File: src/rtl/multi_lane_tri_accum.sv
// multi_lane_tri_accum
//   Multi-lane triangular accumulator. While a lane is enabled in RUN and its
//   counter y is still below LIMIT, it adds y into its accumulator x and then
//   advances y by STEP. The block also provides load/restart control, wrap or
//   saturating arithmetic on x, sticky overflow flags and per-lane done flags.
//
//   Optional feature macro: ACCUM_INV_CHK_EN
//     When defined, adds the inv_err output. inv_err[i] is a sticky monitor
//     that sets when lane i is done and x < y.
//
// Ports
//   clk       clock, rising edge
//   rst       synchronous active-high reset; takes priority over everything
//   start     loads init_x/init_y into all lanes and enters RUN
//   sat_mode  0: x wraps modulo 2**XW; 1: x saturates at all-ones
//   sel       per-lane step enable
//   init_x    x load value, shared by all lanes
//   init_y    y load value, shared by all lanes
//   x_o       lane i x at [i*XW +: XW]
//   y_o       lane i y at [i*YW +: YW]
//   done      lane i has reached y >= LIMIT since the last load
//   ovf       sticky flag: lane i x overflowed since the last load
//   busy      high while in RUN
//   inv_err   (ACCUM_INV_CHK_EN only) sticky flag: done and x < y seen
module multi_lane_tri_accum #(
  parameter int NCH   = 1,
  parameter int XW    = 16,
  parameter int YW    = 16,
  parameter int LIMIT = 200,
  parameter int STEP  = 1
) (
  input  logic              clk,
  input  logic              rst,
  input  logic              start,
  input  logic              sat_mode,
  input  logic [NCH-1:0]    sel,
  input  logic [XW-1:0]     init_x,
  input  logic [YW-1:0]     init_y,
  output logic [NCH*XW-1:0] x_o,
  output logic [NCH*YW-1:0] y_o,
  output logic [NCH-1:0]    done,
  output logic [NCH-1:0]    ovf,
  output logic              busy
`ifdef ACCUM_INV_CHK_EN
  ,
  output logic [NCH-1:0]    inv_err
`endif
);

  localparam logic [YW-1:0] LIMIT_Y = YW'(LIMIT);
  localparam logic [YW-1:0] STEP_Y  = YW'(STEP);

  typedef enum logic [1:0] {IDLE, RUN, FIN} state_t;

  state_t state, state_nxt;

  always_ff @(posedge clk) begin
    if (rst) state <= IDLE;
    else     state <= state_nxt;
  end

  // A start pulse while in RUN reloads the lanes and keeps the FSM in RUN.
  // It takes precedence over the all-done exit to FIN.
  always_comb begin
    state_nxt = state;
    case (state)
      IDLE:    if (start) state_nxt = RUN;
      RUN:     if (!start && (&done)) state_nxt = FIN;
      FIN:     if (start) state_nxt = RUN;
      default: state_nxt = IDLE;
    endcase
  end

  assign busy = (state == RUN);

  for (genvar i = 0; i < NCH; i++) begin : g_lane
    logic [XW-1:0] x_q, x_nxt;
    logic [YW-1:0] y_q, y_nxt;
    logic [XW:0]   x_sum;
    logic [YW:0]   y_sum;
    logic          step;
    logic          done_q, done_nxt;
    logic          ovf_q, ovf_nxt;

    always_comb begin
      x_sum    = {1'b0, x_q} + {1'b0, XW'(y_q)};
      y_sum    = {1'b0, y_q} + {1'b0, STEP_Y};
      step     = (state == RUN) && sel[i] && (y_q < LIMIT_Y);
      x_nxt    = x_q;
      y_nxt    = y_q;
      ovf_nxt  = ovf_q;
      done_nxt = done_q;
      if (step) begin
        if (x_sum[XW]) begin
          x_nxt   = sat_mode ? {XW{1'b1}} : x_sum[XW-1:0];
          ovf_nxt = 1'b1;
        end else begin
          x_nxt = x_sum[XW-1:0];
        end
        // y clamps at all-ones rather than wrapping back below LIMIT
        y_nxt = y_sum[YW] ? {YW{1'b1}} : y_sum[YW-1:0];
      end
      // done follows the next-state y, so a lane loaded at or above LIMIT
      // reports done on its first RUN edge even without stepping.
      if (state == RUN) done_nxt = (y_nxt >= LIMIT_Y);
    end

    always_ff @(posedge clk) begin
      if (rst) begin
        x_q    <= XW'(1);
        y_q    <= '0;
        done_q <= 1'b0;
        ovf_q  <= 1'b0;
      end else if (start) begin
        x_q    <= init_x;
        y_q    <= init_y;
        done_q <= 1'b0;
        ovf_q  <= 1'b0;
      end else begin
        x_q    <= x_nxt;
        y_q    <= y_nxt;
        done_q <= done_nxt;
        ovf_q  <= ovf_nxt;
      end
    end

    assign x_o[i*XW +: XW] = x_q;
    assign y_o[i*YW +: YW] = y_q;
    assign done[i]         = done_q;
    assign ovf[i]          = ovf_q;

`ifdef ACCUM_INV_CHK_EN
    localparam int CW = (XW > YW) ? XW : YW;
    logic inv_q;

    // Evaluated on next-state values so the flag lines up with done.
    always_ff @(posedge clk) begin
      if (rst || start) inv_q <= 1'b0;
      else              inv_q <= inv_q | (done_nxt & (CW'(x_nxt) < CW'(y_nxt)));
    end

    assign inv_err[i] = inv_q;
`endif
  end

endmodule
File: config.mk
export PLATFORM = sky130hd
export DESIGN_NAME = multi_lane_tri_accum
export DESIGN_NICKNAME = d
export VERILOG_FILES = /design/src/rtl/multi_lane_tri_accum.sv
export SDC_FILE = /design/constraint.sdc
export NUM_CORES = 1
export LEC_CHECK = 0
export CAP_MARGIN = 15
export CORE_MARGIN = 1
export CORE_UTILIZATION = 25
export CTS_CLUSTER_DIAMETER = 120
export DETAILED_ROUTE_END_ITERATION = 6
export SETUP_SLACK_MARGIN = 0.5
export SLEW_MARGIN = 10
export SYNTH_ARGS = -nofsm -noshare
export SYNTH_HDL_FRONTEND = slang
export SYNTH_SLANG_ARGS = --single-unit
File: constraint.sdc
create_clock -name clk -period 2.6 [get_ports clk]
set_input_delay 0.52 -clock clk [delete_from_list [all_inputs] [get_ports clk]]
set_output_delay 0.52 -clock clk [all_outputs]
set_load 0.01 [all_outputs]
# Word level (Yosys, flattened, before mapping)
# Cells that the tools add are included.
# op_classes
add_sub_neg	2
magnitude_cmp	2
eq_ne	4
mux	10
reduce_logical	10
# ops
op	count
2-to-1 mux 16 bit	7
adder 16 x 1 -> 17 bit, second input constant	1
adder 16 x 16 -> 17 bit	1
greater-or-equal comparator 16 x 8 -> 1 bit, second input constant	1
less-than comparator 16 x 8 -> 1 bit, second input constant	1
2-to-1 mux 2 bit	2
inequality test 2 x 1 -> 1 bit, second input constant	2
one-hot mux 2 bit (2 select lines)	1
AND reduction 2 bit	2
OR reduction 2 bit	2
logical AND 1 bit	3
== test 2 x 1 -> 1 bit, second input constant	1
== test 2 bit, second input constant	1
logical NOT 2 bit	1
nonzero test 2 bit	1
logical NOT 1 bit	1
# word_totals
ff_bits	36
in_bits	37
output_inout_bits	35
wordCells	33

# Longest topological paths before layout
# Gate-level depths: netlist of the first run.
# logic_depth
ltp_word	5
depth_mapped	11
mapped_depth_nobuf	10

# Worst setup path after synthesis of the first run
# No wires, ideal clock.
# synth_path
kind	reg-to-reg
from	reg g_lane[0].y_q[0], in the netlist y_o[0]
to	reg g_lane[0].x_q[4], in the netlist x_o[4]
setup_ns	0.085
t_arrival_ns	2.324
required_time_ns	2.515
path_slack_ns	0.191
stages_incl_launch_ff	12
n_path_buf	1
synth_period_minus_slack_ns	2.409
path_cell_list	dfxtp_1 ha_1 inv_1 fa_1 nor2b_4 o31ai_2 a211o_1 o211ai_2 a31o_4 buf_6 a21oi_1 o31ai_2
# synth_via
elab_chain_cells	5
word_cells_on_any_way	8
cone_classes	add/sub (1); order compare (1); mux (4); reduce/logical (2)
# synth_rtl
element	line	rtl
start, declared	78	logic [YW-1:0] y_q, y_nxt;
start signal, assigned	116	y_q <= init_y;
start signal, assigned	121	y_q <= y_nxt;
adder 16 x 16 -> 17 bit	86	x_sum = {1'b0, x_q} + {1'b0, XW'(y_q)};
2-to-1 mux 16 bit	95	x_nxt = sat_mode ? {XW{1'b1}} : x_sum[XW-1:0];
2-to-1 mux 16 bit	94	if (x_sum[XW]) begin
2-to-1 mux 16 bit	93	if (step) begin
2-to-1 mux 16 bit	114	end else if (start) begin
end signal, assigned	115	x_q <= init_x;
end signal, assigned	120	x_q <= x_nxt;
end, declared	77	logic [XW-1:0] x_q, x_nxt;
# Several ways; a longest one is shown, not always the timed one. The select of a mux whose other input is x is not followed.
# A chain may end at the register's enable or synchronous reset.

# Worst setup path in the final report of the first run
# layout_path
from	reg g_lane[0].x_q[0], in the netlist x_o[0]
to	reg g_lane[0].x_q[14], in the netlist x_o[14]
# layout_via
elab_chain_cells	5
# layout_rtl
element	line
adder 16 x 16 -> 17 bit (*)	86
2-to-1 mux 16 bit	95
2-to-1 mux 16 bit (*)	94
2-to-1 mux 16 bit (*)	93
2-to-1 mux 16 bit (*)	114
# Every way passes the cells marked *; elsewhere a longest branch is shown, timed or not. The select of a mux whose other input is x is not followed.

==> results.sh, run 1 <==
export IMPL_status="complete, no violations"
export IMPL_cpPeakStageDelay_ns=0.37
export IMPL_path_cells="ha_4, inv_2, fa_2, nor2b_4, o31ai_4, a211o_1, o21ai_0, a31oi_1, xnor2_1, a21o_1"
export IMPL_ys_types=54
export IMPL_peakVddDrop_mv=0.184
export IMPL_slew_viol_final=0
export IMPL_stdcell_area_sq_mm=0.00376
export IMPL_grt_first_pass_wirelength_mm=12.6
export IMPL_avgSynthCellArea_sq_um=8.24
export IMPL_rr_startpoint="x_o[0]$_SDFFE_PP1P_"
export IMPL_slew_headroom_pct=57.9
export IMPL_maxCapViolCount=0
export IMPL_hp_class="reg -> reg"
export IMPL_clock_sinks=36
export IMPL_cts_root_buffer="clkbuf_8"
export IMPL_viasPerCell=4.91
export IMPL_die_width_um=103
export IMPL_die_h_um=103
export IMPL_whs_endpoint="state[0]$_SDFFE_PP0P_"
export IMPL_synthArstFlopShare_pct=0
export IMPL_final_setup_tns_ns=0
export IMPL_postLayoutCoreUtil_pct=38.3
export IMPL_track_usage_pct=15.6
export IMPL_dieArea_sq_mm=0.0106
export IMPL_critPathSlowestCell="dfxtp_4"
export IMPL_cts_path_max_buffers=2
export IMPL_r2r_end="x_o[14]$_SDFFE_PP0P_"
export IMPL_syn_num_nets=364
export IMPL_io_pins=72
export IMPL_routed_wl_mm=8.10
export IMPL_cts_tree="yes"
export IMPL_htreeDepth=2
export IMPL_dpl_worst_slack_ns=0.236
export IMPL_core_rowCount=36
export IMPL_endpoint_kind="flop"
export IMPL_start_util_pct=25.9
export IMPL_dpl_hpwl_mm=5.81
export IMPL_reg2reg_slack_ns=0.31
export IMPL_syn_area_sq_mm=0.00255
export IMPL_dr_pass1_iters=4
export IMPL_path_class="reg -> reg"
export IMPL_grt_max_degree=37
export IMPL_ys_flop_type="dfxtp_1"
export IMPL_grt_pass1_vias=2466
export IMPL_cts_buffers_inserted=5
export IMPL_power_density_mw_per_mm2=401
export IMPL_min_period_ns=2.29
export IMPL_synthesis_instances=309
export IMPL_area_growth_pct=47.7
export IMPL_synth_warnings=0
export IMPL_p_leak_nw=1.46
export IMPL_synth_seq_cells=36
export IMPL_layout_common_cells="clkdlybuf4s50_1 (70), nor2_1 (35), a21oi_1 (29), nand2_1 (27), dfxtp_1 (26)"
export IMPL_nets=442
export IMPL_synth_edff_count=0
export IMPL_routedWlPerCell_um=15.6
export IMPL_clkSlewWorstSetupHoldPaths_ns=0.08
export IMPL_finalHoldViolCount=0
export IMPL_period_share_pct=88.2
export IMPL_fin_worst_skew_ns=0.00752
export IMPL_worstRegToRegCells=10
export IMPL_place_congestion=0.881
export IMPL_rsz0062_at_grt="yes"
export IMPL_seq_area_frac_synth_pct=28.3
export IMPL_timing_final_ws_setup_ns=0.308
export IMPL_core_sq_mm=0.00982
export IMPL_worstMarginPinSlew_ns=0.629
export IMPL_antenna_found_initial=0
export IMPL_placed_area_sq_mm=0.00344
export IMPL_clock_latency_ns=0.30
export IMPL_remaining_drc_errors=0
export IMPL_antenna_left=0
export IMPL_holdBufCountCts=0
export IMPL_vias=2558
export IMPL_worstPathArrival_ns=2.49
export IMPL_setup_viol=0
export IMPL_overflow=0
export IMPL_cp_required_ns=2.80
export IMPL_min_path_cells=1
export IMPL_final_layout_size_suffix_gt1_share_pct=19.3
export IMPL_drt_iter0_drc=119
export IMPL_cp_start_kind="flop"
export IMPL_diodes=0
export IMPL_worst_path_max_fanout=3
export IMPL_hold_start="state[1]$_SDFFE_PP0P_"
export IMPL_fmax_mhz=436
export IMPL_io_buffers=71
export IMPL_layout_commonest_cell="clkdlybuf4s50_1"
==> flip-flops by register name, indices dropped and copies added (netlist names) <==
signal  flops
done        1
ovf         1
state       2
x_o        16
y_o        16
==> power breakdown <==
part	internal (mW)	leakage, nW	switching, mW
clock network	0.216	0.0455	0.215
registers	0.584	0.300	0.0453
logic	0.234	1.12	0.215
total	1.03	1.46	0.475
==> through the flow <==
stage / cells / hold WS (ns) / total power [mW]
3_3_place_gp: 506 / 0.429 / 1.04
4_1_cts: 519 / 0.463 / 1.49
6_report: 521 / 0.464 / 1.51
3_5_place_dp: 506 / 0.453 / 1.05
2_1_floorplan: 309 / 0.424 / 0.864
5_1_grt: 521 / 0.498 / 1.60
==> cells by family after synthesis <==
group,share of synthesized area [%]
xor+xnor,5.50
flops,28.3
buf+inv,4.18
simple gates,19.9
compound gates,27.4
fa+ha+maj,9.14
mux,5.60
==> cell type report <==
type	instances	area (sq um)
tap	133	166
multi-input combinational	250	1900
clock buffer	8	90.1
fill	1039	6060
sequential	36	743
timing repair buffer	86	835
inverter	8	30.0
==> synth_stat cells (all sizes together), types with 2 or more instances <==
cell / count / area share (%)
o211ai: 3 / 1.1
ha: 17 / 8.4
nand2: 27 / 4.0
a31oi: 3 / 0.74
a311oi: 3 / 1.0
xnor2: 9 / 3.1
and2: 3 / 0.74
clkbuf: 10 / 1.5
a21o: 5 / 1.5
o21a: 5 / 1.5
buf: 6 / 1.5
o41ai: 2 / 0.69
mux2: 2 / 0.88
nor4: 2 / 0.49
nand3: 11 / 2.2
nor3: 6 / 1.4
or3: 2 / 0.49
a31o: 2 / 1.0
nor2: 41 / 6.1
nand2b: 2 / 0.49
o21ai: 8 / 1.6
o31ai: 15 / 6.6
and3: 4 / 0.98
inv: 8 / 1.2
and4: 2 / 0.69
dfxtp: 36 / 28
nor2b: 3 / 1.0
mux2i: 12 / 4.7
a21oi: 34 / 7.1
a211oi: 4 / 1.2
xor2: 7 / 2.4
nand4: 3 / 0.74
==> worst max-delay path, delay by kind of cell, from the launching register on <==
kind | cells | cell delay (ns)
compound gates | 5 | 1.01
xor+xnor | 1 | 0.14
fa+ha+maj | 2 | 0.49
buf+inv | 1 | 0.03
flops | 1 | 0.37
simple gates | 1 | 0.15
==> layer usage <==
layer,vias up,routed length (um),GRT usage [%],share of wire (%)
met1,1176,3750,21.3,46
met2,88,3670,24.8,45
met3,5,634,3.73,7.8
li1,1289,-,-,-
met5,-,0,0,0
met4,0,48,3.36,0.59
==> what timing repair did <==
action	in CTS	in global routing
gates resized for setup	9	30
setup endpoints to repair	17	20
setup buffers	4	2
pin swaps	2	11
cloned	1	0
==> worst max path at each step <==
stage	depth (start not counted)	end	from	slack, ns
2_1_floorplan	11	x_o[4]$_SDFFE_PP0P_	y_o[0]$_SDFF_PP0_	0.42
3_3_place_gp	10	x_o[13]$_SDFFE_PP0P_	y_o[0]$_SDFF_PP0_	0.25
3_5_place_dp	10	x_o[13]$_SDFFE_PP0P_	y_o[0]$_SDFF_PP0_	0.24
4_1_cts	10	x_o[13]$_SDFFE_PP0P_	x_o[0]$_SDFFE_PP1P_	0.27
5_1_grt	10	x_o[13]$_SDFFE_PP0P_	x_o[0]$_SDFFE_PP1P_	0.24
6_report	10	x_o[14]$_SDFFE_PP0P_	x_o[0]$_SDFFE_PP1P_	0.31
(Power assumes the default switching activity.)
==> inputs of run 2 (changes only) <==
CTS_BUF_LIST = sky130_fd_sc_hd__clkbuf_16   (was not set)
==> run 2 against run 1 <==
Net effect: sequential share of layout area decreased by 0.32 points; clock power increased by 32%; routed wire length decreased by 0.51%; fmax increased by 1.1%; final cell count increased by 0.19%; clock skew decreased by 0.00084 ns; via count decreased by 0.27%; total power increased by 9.5%; design area increased by 1.7%; count of clock-buffer cells in the layout decreased by 3; worst setup slack improved by 0.025 ns; critical path type unchanged.
==> results.sh, run 2 (synthesis gave the netlist of run 1 again) <==
export IMPL_final_cells=522
export IMPL_hold_start="state[1]$_SDFFE_PP0P_"
export IMPL_p_sw_share_pct=29.5
export IMPL_layout_common_cells="clkdlybuf4s50_1 (70), nor2_1 (34), a21oi_1 (28), nand2_1 (27), dfxtp_1 (26)"
export IMPL_clock_power_share_pct=34.6
export IMPL_htreeDepth=2
export IMPL_total_power_mw=1.65
export IMPL_drt_iter0_drc=106
export IMPL_diodes=0
export IMPL_grt_first_pass_wirelength_mm=12.6
export IMPL_die_width_um=103
export IMPL_pwr_share_seq_pct=38.1
export IMPL_worst_path_max_fanout=3
export IMPL_io_buffers=71
export IMPL_dpl_worst_slack_ns=0.236
export IMPL_path_buf_inv=1
export IMPL_postLayoutCoreUtil_pct=38.9
export IMPL_worstRegToRegCells=10
export IMPL_antenna_left=0
export IMPL_startpoint="x_o[0]$_SDFFE_PP1P_"
export IMPL_grt_max_degree=37
export IMPL_vias=2551
export IMPL_viasPerCell=4.89
export IMPL_area_growth_pct=50.2
export IMPL_timing_final_ws_setup_ns=0.333
export IMPL_finalHoldViolCount=0
export IMPL_layout_commonest_cell="clkdlybuf4s50_1"
export IMPL_dieArea_sq_mm=0.0106
export IMPL_clkSlewWorstSetupHoldPaths_ns=0.06
export IMPL_slew_headroom_pct=56.3
export IMPL_cpPeakStageDelay_ns=0.36
export IMPL_rsz0062_at_grt="yes"
export IMPL_peakVddDrop_mv=0.232
export IMPL_worstMarginPinSlew_ns=0.653
export IMPL_setup_viol=0
export IMPL_grt_pass1_vias=2464
export IMPL_fmax_mhz=441
export IMPL_period_share_pct=87.2
export IMPL_critPathSlowestCell="dfxtp_4"
export IMPL_routedWlPerCell_um=15.4
export IMPL_remaining_drc_errors=0
export IMPL_path_class="reg -> reg"
export IMPL_reg2reg_slack_ns=0.33
export IMPL_path_delay_family="compound AO/OA/AOI/OAI gates"
export IMPL_final_layout_size_suffix_gt1_share_pct=20.1
export IMPL_fillers=1031
export IMPL_cts_buffers_inserted=5
export IMPL_cp_required_ns=2.78
export IMPL_start_util_pct=25.9
export IMPL_die_h_um=103
export IMPL_p_leak_nw=1.49
export IMPL_comb_power_share_pct=27.3
export IMPL_endpoint_kind="flop"
export IMPL_core_rowCount=36
export IMPL_p_int_mw=1.17
export IMPL_maxCapViolCount=0
export IMPL_cts_root_buffer="clkbuf_16"
export IMPL_min_path_cells=1
export IMPL_rr_startpoint="x_o[0]$_SDFFE_PP1P_"
export IMPL_slew_viol_final=0
export IMPL_min_period_ns=2.27
export IMPL_dpl_hpwl_mm=5.81
export IMPL_worstPathArrival_ns=2.44
export IMPL_cts_tree="yes"
export IMPL_whs_endpoint="state[0]$_SDFFE_PP0P_"
export IMPL_core_sq_mm=0.00982
export IMPL_overflow=0
export IMPL_track_usage_pct=15.8
export IMPL_nets=443
export IMPL_power_density_mw_per_mm2=432
export IMPL_fin_worst_skew_ns=0.00669
export IMPL_netSwitchingPower_mw=0.487
export IMPL_routed_wl_mm=8.06
export IMPL_cp_start_kind="flop"
export IMPL_r2r_end="x_o[14]$_SDFFE_PP0P_"
export IMPL_dp_cells=506
export IMPL_final_setup_tns_ns=0
export IMPL_crit_cells=10
export IMPL_antenna_found_initial=0
export IMPL_io_pins=72
export IMPL_path_cells="ha_4, inv_2, fa_2, nor2b_4, o31ai_4, a211o_1, o21ai_0, a31oi_1, xnor2_1, a21o_1"
export IMPL_dr_pass1_iters=4
export IMPL_clock_latency_ns=0.28
export IMPL_status="complete, no violations"
export IMPL_cts_path_max_buffers=2
export IMPL_hp_class="reg -> reg"
export IMPL_place_congestion=0.881
export IMPL_clock_sinks=36
## run 2: cell types whose count changed in the layout (fill, tap and decap cells not counted), sizes merged
cell | previous run | this run
clkbuf | 8 | 5
inv | 8 | 10
buf | 16 | 17
clkinv | 0 | 1
## run 2: cell type report
class                   instances  area (sq um)  area share [%]
flip-flops and latches         36           743            19.4
repair buffers                 87           842            22.0
clock inverters                 3          11.3           0.295
clock buffers                   5           125            3.27
multi-input cells             250          1910            49.8
inverters                       8          30.0           0.785
well taps                     133           166            4.35
## run 2: power by group through the flow
| stage | sequential [mW] | clock [mW] | combinational (mW) |
|---|---|---|---|
| 2_1_floorplan | 0.645 | 0 | 0.219 |
| 3_3_place_gp | 0.640 | 0 | 0.401 |
| 3_5_place_dp | 0.640 | 0 | 0.407 |
| 4_1_cts | 0.626 | 0.587 | 0.425 |
| 5_1_grt | 0.635 | 0.617 | 0.492 |
| 6_report | 0.630 | 0.572 | 0.450 |
## run 2: how the worst max path moves through the flow
| stage | slack (ns) | endpoint |
|---|---|---|
| final | 0.33 | x_o[14]$_SDFFE_PP0P_ |
| after global routing | 0.22 | x_o[13]$_SDFFE_PP0P_ |
| after CTS | 0.27 | x_o[13]$_SDFFE_PP0P_ |
| after detailed placement | 0.24 | x_o[13]$_SDFFE_PP0P_ |
| after global placement | 0.25 | x_o[13]$_SDFFE_PP0P_ |
| after floorplan | 0.42 | x_o[4]$_SDFFE_PP0P_ |
## run 2: repair_timing
action	CTS	global route
setup buffers	4	3
gates resized for setup	9	33
endpoints found under the setup margin	17	20
pin swaps	2	13
hold buffers	0	0
gates cloned	1	0
## run 2: routing by layer
metal	GRT usage (%)	wire, um	share of wire, %
met5	0	0	0
met4	4.23	55	0.68
met2	24.5	3660	45
met1	21.1	3780	47
met3	4.88	566	7.0
## run 2: per-stage QoR
stage | hold slack, ns | instance area (sq um)
2_1_floorplan | 0.424 | 2570
3_3_place_gp | 0.429 | 3440
3_5_place_dp | 0.453 | 3440
4_1_cts | 0.465 | 3650
5_1_grt | 0.496 | 3820
6_report | 0.462 | 3820
## run 2: worst reg2reg max path, stage by stage, from the launching register on
cell	delay, ns
dfxtp_4	0.36
ha_4	0.13
inv_2	0.03
fa_2	0.36
nor2b_4	0.15
o31ai_4	0.08
a211o_1	0.31
o21ai_0	0.27
a31oi_1	0.15
xnor2_1	0.14
a21o_1	0.18
==> inputs of run 3 (changes only) <==
CTS_CLUSTER_DIAMETER = 150   (was 120)
==> results of run 3 <==
Final layout, timing and power as in run 2 (identical DEF).
